--- src/rtl/lsu_pkg.sv ---
// rtl/lsu_pkg.sv - shared encodings and FSM states for the load/store unit
// Purpose: RV32I load/store funct3 codes, the LSU state enumeration and a
//          helper that classifies funct3 values the unit cannot execute.
// Ports:   none (package)
package lsu_pkg;

  localparam logic [2:0] F3_B  = 3'd0;  // LB / SB
  localparam logic [2:0] F3_H  = 3'd1;  // LH / SH
  localparam logic [2:0] F3_W  = 3'd2;  // LW / SW
  localparam logic [2:0] F3_BU = 3'd4;  // LBU
  localparam logic [2:0] F3_HU = 3'd5;  // LHU

  typedef enum logic [2:0] {
    S_IDLE,
    S_LD,
    S_RD,
    S_WR,
    S_RESP
  } lsu_state_t;

  // Stores only exist as SB/SH/SW; loads have no encodings 3, 6 and 7.
  function automatic logic bad_funct3(input logic we, input logic [2:0] f3);
    if (we) return (f3 > F3_W);
    return (f3 == 3'd3) || (f3 == 3'd6) || (f3 == 3'd7);
  endfunction

endpackage

--- src/rtl/load_store_unit_if.sv ---
// rtl/load_store_unit_if.sv - core-side request/response bus of the load/store unit
// Purpose: bundles the request handshake and the completion response.
// Signals: req_valid/req_ready handshake, req_we (1 = store), funct3,
//          addr (byte address), wdata (right-aligned store data),
//          resp_valid (one-cycle completion), rdata (load result), err.
// Modports: master = core, slave = load/store unit.
interface load_store_unit_if;
  logic        req_valid;
  logic        req_ready;
  logic        req_we;
  logic [2:0]  funct3;
  logic [31:0] addr;
  logic [31:0] wdata;
  logic        resp_valid;
  logic [31:0] rdata;
  logic        err;

  modport master (
    output req_valid, req_we, funct3, addr, wdata,
    input  req_ready, resp_valid, rdata, err
  );

  modport slave (
    input  req_valid, req_we, funct3, addr, wdata,
    output req_ready, resp_valid, rdata, err
  );
endinterface

--- src/rtl/lsu_load_align.sv ---
// rtl/lsu_load_align.sv - load data lane selection and sign/zero extension
// Purpose: combinationally picks the byte/halfword/word of a memory word
//          addressed by the low address bits (little-endian) and extends it.
// Ports:   funct3 (load width/sign code), byte_off (addr[1:0]),
//          word (raw memory word), data (formatted load result).
module lsu_load_align
  import lsu_pkg::*;
(
  input  logic [2:0]  funct3,
  input  logic [1:0]  byte_off,
  input  logic [31:0] word,
  output logic [31:0] data
);

  logic [7:0]  lane_b;
  logic [15:0] lane_h;

  always_comb begin
    lane_b = word[{byte_off, 3'b000} +: 8];
    // Halfwords only honour addr[1]; an odd offset is either trapped upstream
    // or deliberately ignored.
    lane_h = byte_off[1] ? word[31:16] : word[15:0];
    case (funct3)
      F3_B:    data = {{24{lane_b[7]}}, lane_b};
      F3_H:    data = {{16{lane_h[15]}}, lane_h};
      F3_BU:   data = {24'd0, lane_b};
      F3_HU:   data = {16'd0, lane_h};
      default: data = word;
    endcase
  end

endmodule

--- src/rtl/load_store_unit.sv ---
// rtl/load_store_unit.sv - RV32I load/store unit in front of a word memory
// Purpose: executes LB/LH/LW/LBU/LHU/SB/SH/SW against a 32-bit word memory;
//          sub-word stores use a read-modify-write sequence.
// Ports:   clk, rst (synchronous, active-high); bus (load_store_unit_if.slave);
//          mem_read, mem_write, mem_addr[ADDR_W-1:0], mem_wdata (to memory);
//          mem_rdata (combinational read data, same cycle as mem_read).
// Config:  define LSU_MISALIGN_TRAP_EN to fault misaligned halfword/word
//          accesses; otherwise the unaligned low address bits are ignored.
module load_store_unit
  import lsu_pkg::*;
#(
  parameter int ADDR_W = 7
) (
  input  logic              clk,
  input  logic              rst,
  load_store_unit_if.slave  bus,
  output logic              mem_read,
  output logic              mem_write,
  output logic [ADDR_W-1:0] mem_addr,
  output logic [31:0]       mem_wdata,
  input  logic [31:0]       mem_rdata
);

  lsu_state_t         state, state_nxt;
  logic               we_q;
  logic [2:0]         f3_q;
  logic [ADDR_W+1:0]  addr_q;
  logic [31:0]        wdata_q;
  logic [31:0]        merge_q;
  logic [31:0]        rdata_q;
  logic               fault_q;
  logic               fault_in;
  logic               misalign;
  logic               handshake;
  logic [31:0]        ld_data;
  logic [31:0]        merged;

  assign handshake = (state == S_IDLE) && bus.req_valid;

  always_comb begin
`ifdef LSU_MISALIGN_TRAP_EN
    // funct3[1:0] = 01 covers LH/LHU/SH, 10 covers LW/SW.
    misalign = ((bus.funct3[1:0] == 2'b01) && bus.addr[0]) ||
               ((bus.funct3[1:0] == 2'b10) && (bus.addr[1:0] != 2'b00));
`else
    misalign = 1'b0;
`endif
    fault_in = bad_funct3(bus.req_we, bus.funct3) || misalign;
  end

  always_ff @(posedge clk) begin
    if (rst) begin
      state   <= S_IDLE;
      rdata_q <= '0;
      fault_q <= 1'b0;
    end else begin
      state <= state_nxt;
      if (handshake) begin
        we_q    <= bus.req_we;
        f3_q    <= bus.funct3;
        addr_q  <= bus.addr[ADDR_W+1:0];
        wdata_q <= bus.wdata;
        fault_q <= fault_in;
      end
      if (state == S_LD) rdata_q <= ld_data;
      if (state == S_RD) merge_q <= mem_rdata;
    end
  end

  always_comb begin
    state_nxt      = state;
    bus.req_ready  = 1'b0;
    bus.resp_valid = 1'b0;
    bus.err        = 1'b0;
    mem_read       = 1'b0;
    mem_write      = 1'b0;
    case (state)
      S_IDLE: begin
        bus.req_ready = 1'b1;
        if (bus.req_valid) begin
          if (fault_in)               state_nxt = S_RESP;
          else if (!bus.req_we)       state_nxt = S_LD;
          else if (bus.funct3 == F3_W) state_nxt = S_WR;
          else                        state_nxt = S_RD;
        end
      end
      S_LD: begin
        mem_read  = 1'b1;
        state_nxt = S_RESP;
      end
      S_RD: begin
        mem_read  = 1'b1;
        state_nxt = S_WR;
      end
      S_WR: begin
        mem_write = 1'b1;
        state_nxt = S_RESP;
      end
      S_RESP: begin
        bus.resp_valid = 1'b1;
        bus.err        = fault_q;
        state_nxt      = S_IDLE;
      end
      default: state_nxt = S_IDLE;
    endcase
  end

  // Store word: SW replaces everything, SB/SH patch lanes of the word read in RD.
  always_comb begin
    merged = merge_q;
    case (f3_q[1:0])
      2'b00: merged[{addr_q[1:0], 3'b000} +: 8] = wdata_q[7:0];
      2'b01: begin
        if (addr_q[1]) merged[31:16] = wdata_q[15:0];
        else           merged[15:0]  = wdata_q[15:0];
      end
      default: merged = wdata_q;
    endcase
  end

  lsu_load_align u_align (
    .funct3   (f3_q),
    .byte_off (addr_q[1:0]),
    .word     (mem_rdata),
    .data     (ld_data)
  );

  assign mem_addr  = addr_q[ADDR_W+1:2];
  assign mem_wdata = merged;
  assign bus.rdata = rdata_q;

  // we_q only steers the FSM at handshake time; kept for completeness of the latched request.
  logic unused_we;
  assign unused_we = we_q;

endmodule

--- src/flat_wrapper.sv ---
// flat-port wrapper written by rule: the top's interface ports become plain ports
module load_store_unit_flat import lsu_pkg::*;
#(
  parameter int ADDR_W = 7
)
  (clk, rst, mem_read, mem_write, mem_addr, mem_wdata, mem_rdata, bus_req_valid, bus_req_we, bus_funct3, bus_addr, bus_wdata, bus_req_ready, bus_resp_valid, bus_rdata, bus_err);
  load_store_unit_if bus_i ();
  input  logic clk;
  input  logic rst;
  output logic mem_read;
  output logic mem_write;
  output logic [ADDR_W-1:0] mem_addr;
  output logic [31:0] mem_wdata;
  input  logic [31:0] mem_rdata;
  input wire logic [$bits(bus_i.req_valid)-1:0] bus_req_valid;
  input wire logic [$bits(bus_i.req_we)-1:0] bus_req_we;
  input wire logic [$bits(bus_i.funct3)-1:0] bus_funct3;
  input wire logic [$bits(bus_i.addr)-1:0] bus_addr;
  input wire logic [$bits(bus_i.wdata)-1:0] bus_wdata;
  output wire logic [$bits(bus_i.req_ready)-1:0] bus_req_ready;
  output wire logic [$bits(bus_i.resp_valid)-1:0] bus_resp_valid;
  output wire logic [$bits(bus_i.rdata)-1:0] bus_rdata;
  output wire logic [$bits(bus_i.err)-1:0] bus_err;
  assign bus_i.req_valid = bus_req_valid;
  assign bus_i.req_we = bus_req_we;
  assign bus_i.funct3 = bus_funct3;
  assign bus_i.addr = bus_addr;
  assign bus_i.wdata = bus_wdata;
  assign bus_req_ready = bus_i.req_ready;
  assign bus_resp_valid = bus_i.resp_valid;
  assign bus_rdata = bus_i.rdata;
  assign bus_err = bus_i.err;
  load_store_unit #(.ADDR_W(ADDR_W)) u_core (.clk(clk), .rst(rst), .bus(bus_i), .mem_read(mem_read), .mem_write(mem_write), .mem_addr(mem_addr), .mem_wdata(mem_wdata), .mem_rdata(mem_rdata));
endmodule
--- config.mk ---
export PLATFORM = sky130hd
export DESIGN_NAME = load_store_unit_flat
export DESIGN_NICKNAME = d
export VERILOG_FILES = /design/src/rtl/lsu_pkg.sv /design/src/rtl/load_store_unit_if.sv /design/src/rtl/lsu_load_align.sv /design/src/rtl/load_store_unit.sv /design/src/flat_wrapper.sv
export SDC_FILE = /design/constraint.sdc
export NUM_CORES = 1
export LEC_CHECK = 0
export BUFFER_PORTS_ARGS = -buffer_cell sky130_fd_sc_hd__buf_2
export CORE_MARGIN = 5
export CORE_UTILIZATION = 51
export DETAILED_ROUTE_END_ITERATION = 6
export GPL_TIMING_DRIVEN = 0
export PLACE_DENSITY = 0.78
export SLEW_MARGIN = 0
export SYNTH_ARGS = -nofsm -noshare
export SYNTH_HDL_FRONTEND = slang
export SYNTH_HIERARCHICAL = 1
export SYNTH_SLANG_ARGS = --single-unit
--- constraint.sdc ---
create_clock -name clk -period 4.1 [get_ports clk]
set_input_delay 0.41 -clock clk [delete_from_list [all_inputs] [get_ports clk]]
set_output_delay 0.41 -clock clk [all_outputs]
set_load 0.005 [all_outputs]
-- Word level (Yosys, flattened, before mapping)
Index checks and enable logic that the tools add are counted.
- register bits after elaboration: 112
- bits of input ports: 103
- output and inout port bits: 76
- word-level logic and storage cells: 55
- $add $sub $neg: 1
- $lt $le $gt $ge: 1
- equal/unequal tests: 13
- shift operators: 3
- multiplexer cells: 19
- bitwise gates (word level): 1
- reductions and logical operators: 10
- operators by type and width (kind ; number):
    $pmux 32 s4 ; 1
    $pmux 32 s2 ; 1
    $mux 16 ; 3
    $bwmux 32 ; 1
    $shift 8x7->32 const A ; 1
    $shiftx 32x6->8 ; 1
    $shiftx 8x7->32 ; 1
    $eq 3x3->1 const B ; 5
    $eq 3x2->1 const B ; 4
    $mux 1 ; 9
    $mux 3 ; 3
    $pmux 3 s3 ; 1
    $neg 5->7 ; 1
    $eq 3x1->1 const B ; 2
    $logic_not 3->1 ; 2
    $reduce_and 2->1 ; 2
    $reduce_or 2->1 ; 2
    $gt 3x2->1 const B ; 1
    $eq 2x1->1 const B ; 1
    $logic_not 2->1 ; 1
    $logic_or 1x1->1 ; 2
    $ne 2x2->1 const B ; 1
    $logic_and 1x1->1 ; 1
    $not 1->1 ; 1

-- Logic depth before layout (Yosys ltp)
Gate-level depths: netlist of run 1.
- depth in word-level cells: 7
- mapped depth: 8
- gate-level depth less buffers: 5

-- Cells and area by module
Netlist of run 1, hierarchy kept.
- by module, submodules not included (module ; times used ; cells each ; area each (sq um)):
    load_store_unit ; 1 ; 439 ; 4877.2
    lsu_load_align ; 1 ; 118 ; 760.7

-- Least setup slack after synthesis of run 1
Ideal clock, no wire load.
- path kind: input-to-reg
- start point: input port rst
- end point: register u_core.addr_q[0], enable pin
- library setup time: 0.451 ns
- arrival: 2.825 ns
- setup slack: 0.824 ns
- stages on the path: 3
- path buffers: 1
- path through: clkbuf_1 > nor3_1 > nor2b_1
- longest elaborated chain between the ends: 2
- RTL lines (what ; RTL line ; source):
    start: declaration ; flat_wrapper.sv:9 ; input logic rst;
    $not 1->1 (no line) ; n/a ;
    $reduce_and 2->1 (no line) ; n/a ;
    end signal: assignment ; load_store_unit.sv:61 ; addr_q <= bus.addr[ADDR_W+1:0];
    end: declaration ; load_store_unit.sv:27 ; logic [ADDR_W+1:0] addr_q;
Every way passes these cells.
A chain may end at the register's enable or synchronous reset.

-- Worst setup path after layout of run 1
- start point: register u_core.addr_q[1]
- end point: output port mem_wdata[2]
- longest elaborated chain between the ends: 4
- elaborated cells between the ends (all ways): 6
- those cells by class: add/sub (1); shift (2); mux (3)
- RTL lines (what ; RTL line ; source):
    $neg 5->7 ; load_store_unit.sv:112 ; 2'b00: merged[{addr_q[1:0], 3'b000} +: 8] = wdata_q[7:0];
    $shiftx 8x7->32 or $shift 8x7->32 (tied branches) ; load_store_unit.sv:112 ;
    $bwmux 32 ; load_store_unit.sv:112 ;
    $pmux 32 s2 (*) ; load_store_unit.sv:111 ; case (f3_q[1:0])
    end: declaration ; flat_wrapper.sv:13 ; output logic [31:0] mem_wdata;
Mark *: on every way between the ends. The rest lies on a longest branch, timed or not.

==> flow_summary_export.csv, run 1 <==
group,metric,value,unit
synthesis,syn_area,5638,µm²
synthesis,synth_cell_types,46,
worst_hold_path,hp-class,"in2reg",
grt,grt_pass1_wl,25800,µm
cts,cts_max_level,3,
timing,slew_headroom,50.92,%
routing,vias,4810,
routing,wl,16790,µm
setup_path,reg2reg_slack,2.10,ns
cts,clockBufferDepth,2,
synthesis,synth_area_leaders,"edfxtp_1 40%, dfxtp_1 13%, nand2_1 7.5%",
placement,place_ws,1.397,ns
routing,via_per_inst,5.541,
grt,antenna_found_initial,0,
timing,finalWorstSetupSlack,0.9573,ns
setup_path,crit_type,"reg2out",
cts,ctsResizeCount,0,
cts,post_cts_buffers,0,
grt,top_usage_layer,"met2",
setup_path,rr_startpoint,"u_core/f3_q[1]$_DFFE_PP_",
cts,cts_buffers,9,
final_layout,final_cell_mix,"172 x buf_2, 112 x nand2_1, 76 x edfxtp_1",
setup_path,crit_start,"u_core/addr_q[1]$_DFFE_PP_",
die,fp.dieArea,13260,µm²
cts,ctsHoldBuffers,0,
synthesis,yosys.area.top_type,"edfxtp_1",
die,core_region_area,10840,µm²
die,start_util,52.01,%
final_layout,syn_to_final_growth,20.86,%
flow_run,cap_violations,0,
timing,layout_min_cycle_time,3.143,ns
setup_path,reg2reg_depth,6,
grt,grt_overflow,0,
routing,route.detailed.drc,0,
routing,dr.pass1.iters,7,
setup_path,crit_arrival,2.73,ns
synthesis,synth_edf_count,76,
worst_hold_path,hold-path-cell-count,1,
final_layout,layout_commonest_cell,"buf_2",
grt,use_met2,42.48,%
grt,track_usage,25.63,%
die,std_cell_rows,38,
synthesis,synth_top_area_share,40.48,%
timing,finalSetupViolations,0,
placement,io_buffers,154,
synthesis,async_reset_ff_share,0,%
timing,slew_violations,0,
placement,dp_hpwl,12930,µm
grt,grt_pass1_vias,4743,
outcome,outcome,"complete, no violations",
cts,cts_tree,"yes",
setup_path,crit_end,"mem_wdata[2]",
cts,insertion_delay,0.40,ns
power_and_ir_drop,powerDensity,342.5,nW/µm²
power_and_ir_drop,power.total,2.334,mW
timing,finalCritPeriodShare,76.65,%
synthesis,synth_fp_nets,665,
timing,finalSetupTns,0,ns
routing,ant_nets,0,
final_layout,antennaDiodeCount,0,
cts,cts_sinks,112,
grt,grt_max_degree,38,
final_layout,drive_gt1_share,29.95,%
setup_path,required,3.69,ns
power_and_ir_drop,peakVddDrop,0.2550,mV
final_layout,n_fill_cell,963,
placement,gp_congestion,0.9356,
timing,skew,0.01082,ns
synthesis,synthCells,557,
cts,path_clk_slew,0.11,ns
setup_path,critPathLaunchType,"flop",
setup_path,cp-end-kind,"output pin",
cts,cts_root_buffer,"clkbuf_8",
timing,max_freq,318.2,MHz
routing,wl_per_cell,19.34,µm
grt,grtUsageMet1,31.88,%
final_layout,nNetsFinal,831,
placement,place_inst,852,
synthesis,ys_seq_elements,112,
grt,grt_use_met3,7.158,%
synthesis,yosysWarningCount,6,
synthesis,ys.flop_type,"edfxtp_1",
synthesis,yosysSeqAreaShare,53.26,%
routing,drtIter0Drc,403,
setup_path,crit_fanout,10,
die,io_pins,179,
final_layout,instances_no_fill,868,
timing,hold_viol_final,0,
power_and_ir_drop,cellLeakagePower,2.891,nW
synthesis,syn_area_per_cell,10.12,µm²
die,die_x,115.1,µm
timing,worst_pin_slew,0.7362,ns
final_layout,utilization,62.86,%
timing,rsz0062_at_grt,"no",
die,fp.dieH,115.1,µm
setup_path,r2r_end,"u_core/bus.rdata[10]$_SDFFE_PP0P_",
-- synth_stat cells (16+ instances only) --
library cell and instances:
buf_2 18, mux2i_1 21, clkbuf_1 16, dfxtp_1 36
nand2_1 112, a21oi_1 66, nand3_1 16, edfxtp_1 76
nor2b_1 34, inv_1 22, o221ai_1 16, o21ai_0 19
-- metal layers --
metal	share of wire (%)	vias to the layer above
met5	0	-
met4	2.6	0
met3	8.7	32
met2	48	228
met1	40	2230
li1	-	2320
-- worst max-delay path, stage by stage (launching register included) --
cell	delay (ns)
edfxtp_1	0.50
buf_4	0.23
inv_1	0.12
ha_1	0.20
clkbuf_1	0.37
and4bb_2	0.29
buf_4	0.15
a21oi_1	0.07
o221ai_1	0.24
buf_2	0.16
-- area by class of cell --
class                      count  area (µm²)  area share (%)
inverter                      22       82.58           1.212
clock buffer                  10       127.6           1.873
tap                          140       175.2           2.571
clock inverter                 6       73.82           1.083
buffer                        48       262.8           3.856
timing repair buffer         155       790.8           11.60
sequential                   112        3003           44.07
multi-input combinational    375        2298           33.73
-- power breakdown --
group | switching (mW) | leakage, nW | internal, mW
logic | 0.206 | 1.80 | 0.158
registers | 0.0308 | 0.989 | 1.26
clock network | 0.390 | 0.102 | 0.293
-- flip-flops by register name (all words and copies together), names as in the netlist --
name              count
u_core/addr_q         9
u_core/state          3
u_core/f3_q           3
u_core/merge_q       32
u_core/wdata_q       32
u_core/fault_q        1
u_core/bus.rdata     32
-- worst min path at each step --
stage | startpoint | to | slack (ns)
floorplan | u_core/bus.rdata[0]$_SDFFE_PP0P_ | u_core/bus.rdata[0]$_SDFFE_PP0P_ | 0.45
global placement | u_core/bus.rdata[16]$_SDFFE_PP0P_ | u_core/bus.rdata[16]$_SDFFE_PP0P_ | 0.44
detailed placement | u_core/bus.rdata[21]$_SDFFE_PP0P_ | u_core/bus.rdata[21]$_SDFFE_PP0P_ | 0.44
CTS | bus_wdata[10] | u_core/wdata_q[10]$_DFFE_PP_ | 0.16
global route | bus_wdata[30] | u_core/wdata_q[30]$_DFFE_PP_ | 0.15
finish | bus_addr[4] | u_core/addr_q[4]$_DFFE_PP_ | 0.18
-- through the flow --
stage | hold WS, ns | instance area [µm²]
finish | 0.1818 | 6814
global route | 0.1463 | 6814
CTS | 0.1628 | 6813
detailed placement | 0.4435 | 6611
global placement | 0.4441 | 6584
floorplan | 0.4527 | 5638
-- kinds of logic (layout without fill, tap and decap cells) --
group	count (synthesis)	after routing	synth area share, %
buffers and inverters	70	241	6.125
flip-flops	112	112	53.26
XOR/XNOR	1	1	0.1554
multiplexers	32	32	6.125
adder cells (fa/ha/maj)	5	5	1.110
AND/OR/NAND/NOR	199	199	17.60
AO/OA/AOI/OAI	138	138	15.62
(Power assumes the default switching activity.)
==> run 2: changes to the inputs <==
--- a/config.mk
+++ b/config.mk
@@ -7,10 +7,10 @@
 export LEC_CHECK = 0
 export BUFFER_PORTS_ARGS = -buffer_cell sky130_fd_sc_hd__buf_2
 export CORE_MARGIN = 5
-export CORE_UTILIZATION = 51
+export CORE_UTILIZATION = 46
 export DETAILED_ROUTE_END_ITERATION = 6
 export GPL_TIMING_DRIVEN = 0
-export PLACE_DENSITY = 0.78
+export PLACE_DENSITY = 0.74
 export SLEW_MARGIN = 0
 export SYNTH_ARGS = -nofsm -noshare
 export SYNTH_HDL_FRONTEND = slang
==> constraint.sdc (replaced) <==
create_clock -name clk -period 2.77 [get_ports clk]
set_input_delay 0.277 -clock clk [delete_from_list [all_inputs] [get_ports clk]]
set_output_delay 0.277 -clock clk [all_outputs]
set_load 0.005 [all_outputs]
==> flow_summary_export.csv, run 2 (synthesized netlist as in run 1, its figures left out) <==
group,metric,value,unit
timing,rsz0062_at_grt,"no",
setup_path,path_depth,5,
cts,cts_buffers,9,
final_layout,utilization,57.83,%
setup_path,reg2reg_slack,0.79,ns
cts,insertion_delay,0.35,ns
grt,track_usage,22.97,%
cts,cts_tree,"yes",
timing,slew_violations,0,
final_layout,drive_gt1_share,30.23,%
setup_path,cp-end-kind,"output pin",
flow_run,cap_violations,0,
power_and_ir_drop,powerDensity,538.1,nW/µm²
grt,grt_pass1_wl,25910,µm
placement,dp_hpwl,12910,µm
grt,grt_pass1_vias,4831,
routing,route.detailed.drc,0,
die,start_util,46.94,%
final_layout,syn_to_final_growth,23.21,%
routing,wl,16580,µm
timing,hold_viol_final,0,
die,std_cell_rows,40,
die,fp.dieH,120.7,µm
setup_path,critPathLaunchType,"flop",
setup_path,cp_cell_sequence,"clkbuf_1, a21oi_1, buf_4, o221ai_1, buf_2",
setup_path,crit_fanout,10,
setup_path,r2r_end,"u_core/bus.rdata[8]$_SDFFE_PP0P_",
setup_path,cpLargestDelayFamily,"buffers and inverters",
die,fp.dieArea,14570,µm²
final_layout,antennaDiodeCount,0,
outcome,outcome,"complete, no violations",
timing,slew_headroom,51.28,%
timing,layout_min_cycle_time,2.635,ns
placement,gp_congestion,0.9577,
routing,vias,4803,
setup_path,required,2.49,ns
setup_path,path_buf_inv,3,
timing,skew,0.007738,ns
final_layout,instances_no_fill,878,
timing,hold_slack,0.09491,ns
worst_hold_path,hp-start,"bus_wdata[9]",
setup_path,slowest_delay,0.57,ns
worst_hold_path,holdPathEnd,"u_core/wdata_q[9]$_DFFE_PP_",
die,io_pins,179,
power_and_ir_drop,power.total,3.738,mW
routing,wl_per_cell,18.88,µm
final_layout,nNetsFinal,834,
grt,grt_overflow,0,
timing,finalCritPeriodShare,95.12,%
cts,ctsHoldBuffers,0,
die,die_x,120.7,µm
worst_hold_path,hp-class,"in2reg",
routing,ant_nets,0,
setup_path,reg2reg_depth,8,
final_layout,layout_commonest_cell,"buf_2",
setup_path,crit_path_top_delay_cell,"a21oi_1",
routing,via_per_inst,5.470,
setup_path,rr_startpoint,"u_core/addr_q[1]$_DFFE_PP_",
placement,io_buffers,154,
grt,antenna_found_initial,0,
cts,cts_sinks,112,
timing,finalSetupViolations,0,
grt,grt_max_degree,34,
timing,finalSetupTns,0,ns
placement,place_inst,859,
setup_path,crit_type,"reg2out",
cts,cts_root_buffer,"clkbuf_16",
die,core_region_area,12010,µm²
routing,dr.pass1.iters,5,
setup_path,crit_arrival,2.36,ns
cts,clockBufferDepth,2,
final_layout,final_cell_mix,"171 x buf_2, 112 x nand2_1, 76 x edfxtp_1",
routing,drtIter0Drc,376,
timing,max_freq,379.5,MHz
worst_hold_path,hold-path-cell-count,1,
cts,path_clk_slew,0.07,ns
power_and_ir_drop,peakVddDrop,0.2813,mV
timing,worst_pin_slew,0.7308,ns
power_and_ir_drop,cellLeakagePower,2.941,nW
cts,cts_max_level,3,
-- run 2: how the worst max path moves through the flow --
stage                                 start                          to  slack [ns]
4_1_cts          u_core/addr_q[0]$_DFFE_PP_               mem_wdata[30]        0.07
2_1_floorplan  u_core/state[2]$_SDFFE_PP0P_  u_core/addr_q[0]$_DFFE_PP_        0.41
5_1_grt          u_core/addr_q[1]$_DFFE_PP_                mem_wdata[3]       0.002
3_5_place_dp     u_core/addr_q[1]$_DFFE_PP_                mem_wdata[3]        0.21
6_report           u_core/f3_q[1]$_DFFE_PP_                mem_wdata[3]        0.14
3_3_place_gp                            rst  u_core/addr_q[1]$_DFFE_PP_       -0.16
-- run 2: per-layer routing --
layer / vias up / wire length (µm) / GRT usage [%]
met5: - / 0 / 0
met4: 0 / 446 / 8.782
met3: 28 / 1217 / 4.724
met2: 222 / 7688 / 37.58
met1: 2224 / 7222 / 30.02
li1: 2329 / - / -
-- run 2: metrics by stage --
step	worst slack [ns]	cell area, µm²
after floorplan	0.4123	5640
after global routing	0.002168	6947
after detailed placement	0.2062	6620
final	0.1352	6947
after global placement	-0.1591	6595
after CTS	0.07240	6919
-- run 2: layout make-up --
| class | count | area [µm²] |
|---|---|---|
| buffer | 48 | 269.0 |
| clock buffer | 11 | 232.7 |
| clock inverter | 5 | 57.56 |
| fill | 1065 | 5065 |
| inverter | 22 | 82.58 |
| multi-input combinational | 375 | 2305 |
| sequential | 112 | 3003 |
| tap | 147 | 183.9 |
| timing repair buffer | 158 | 813.3 |
-- run 2: timing repair --
item,in CTS,in global routing
setup endpoints to repair,16,13
setup buffers,1,2
resized for setup,1,4
pin swaps,0,1
-- run 2: power breakdown --
part / switching, mW / total [mW] / internal (mW) / leakage [nW]
combinational: 0.307 / 0.544 / 0.238 / 1.82
sequential: 0.0436 / 1.90 / 1.86 / 0.989
clock: 0.589 / 1.29 / 0.701 / 0.133
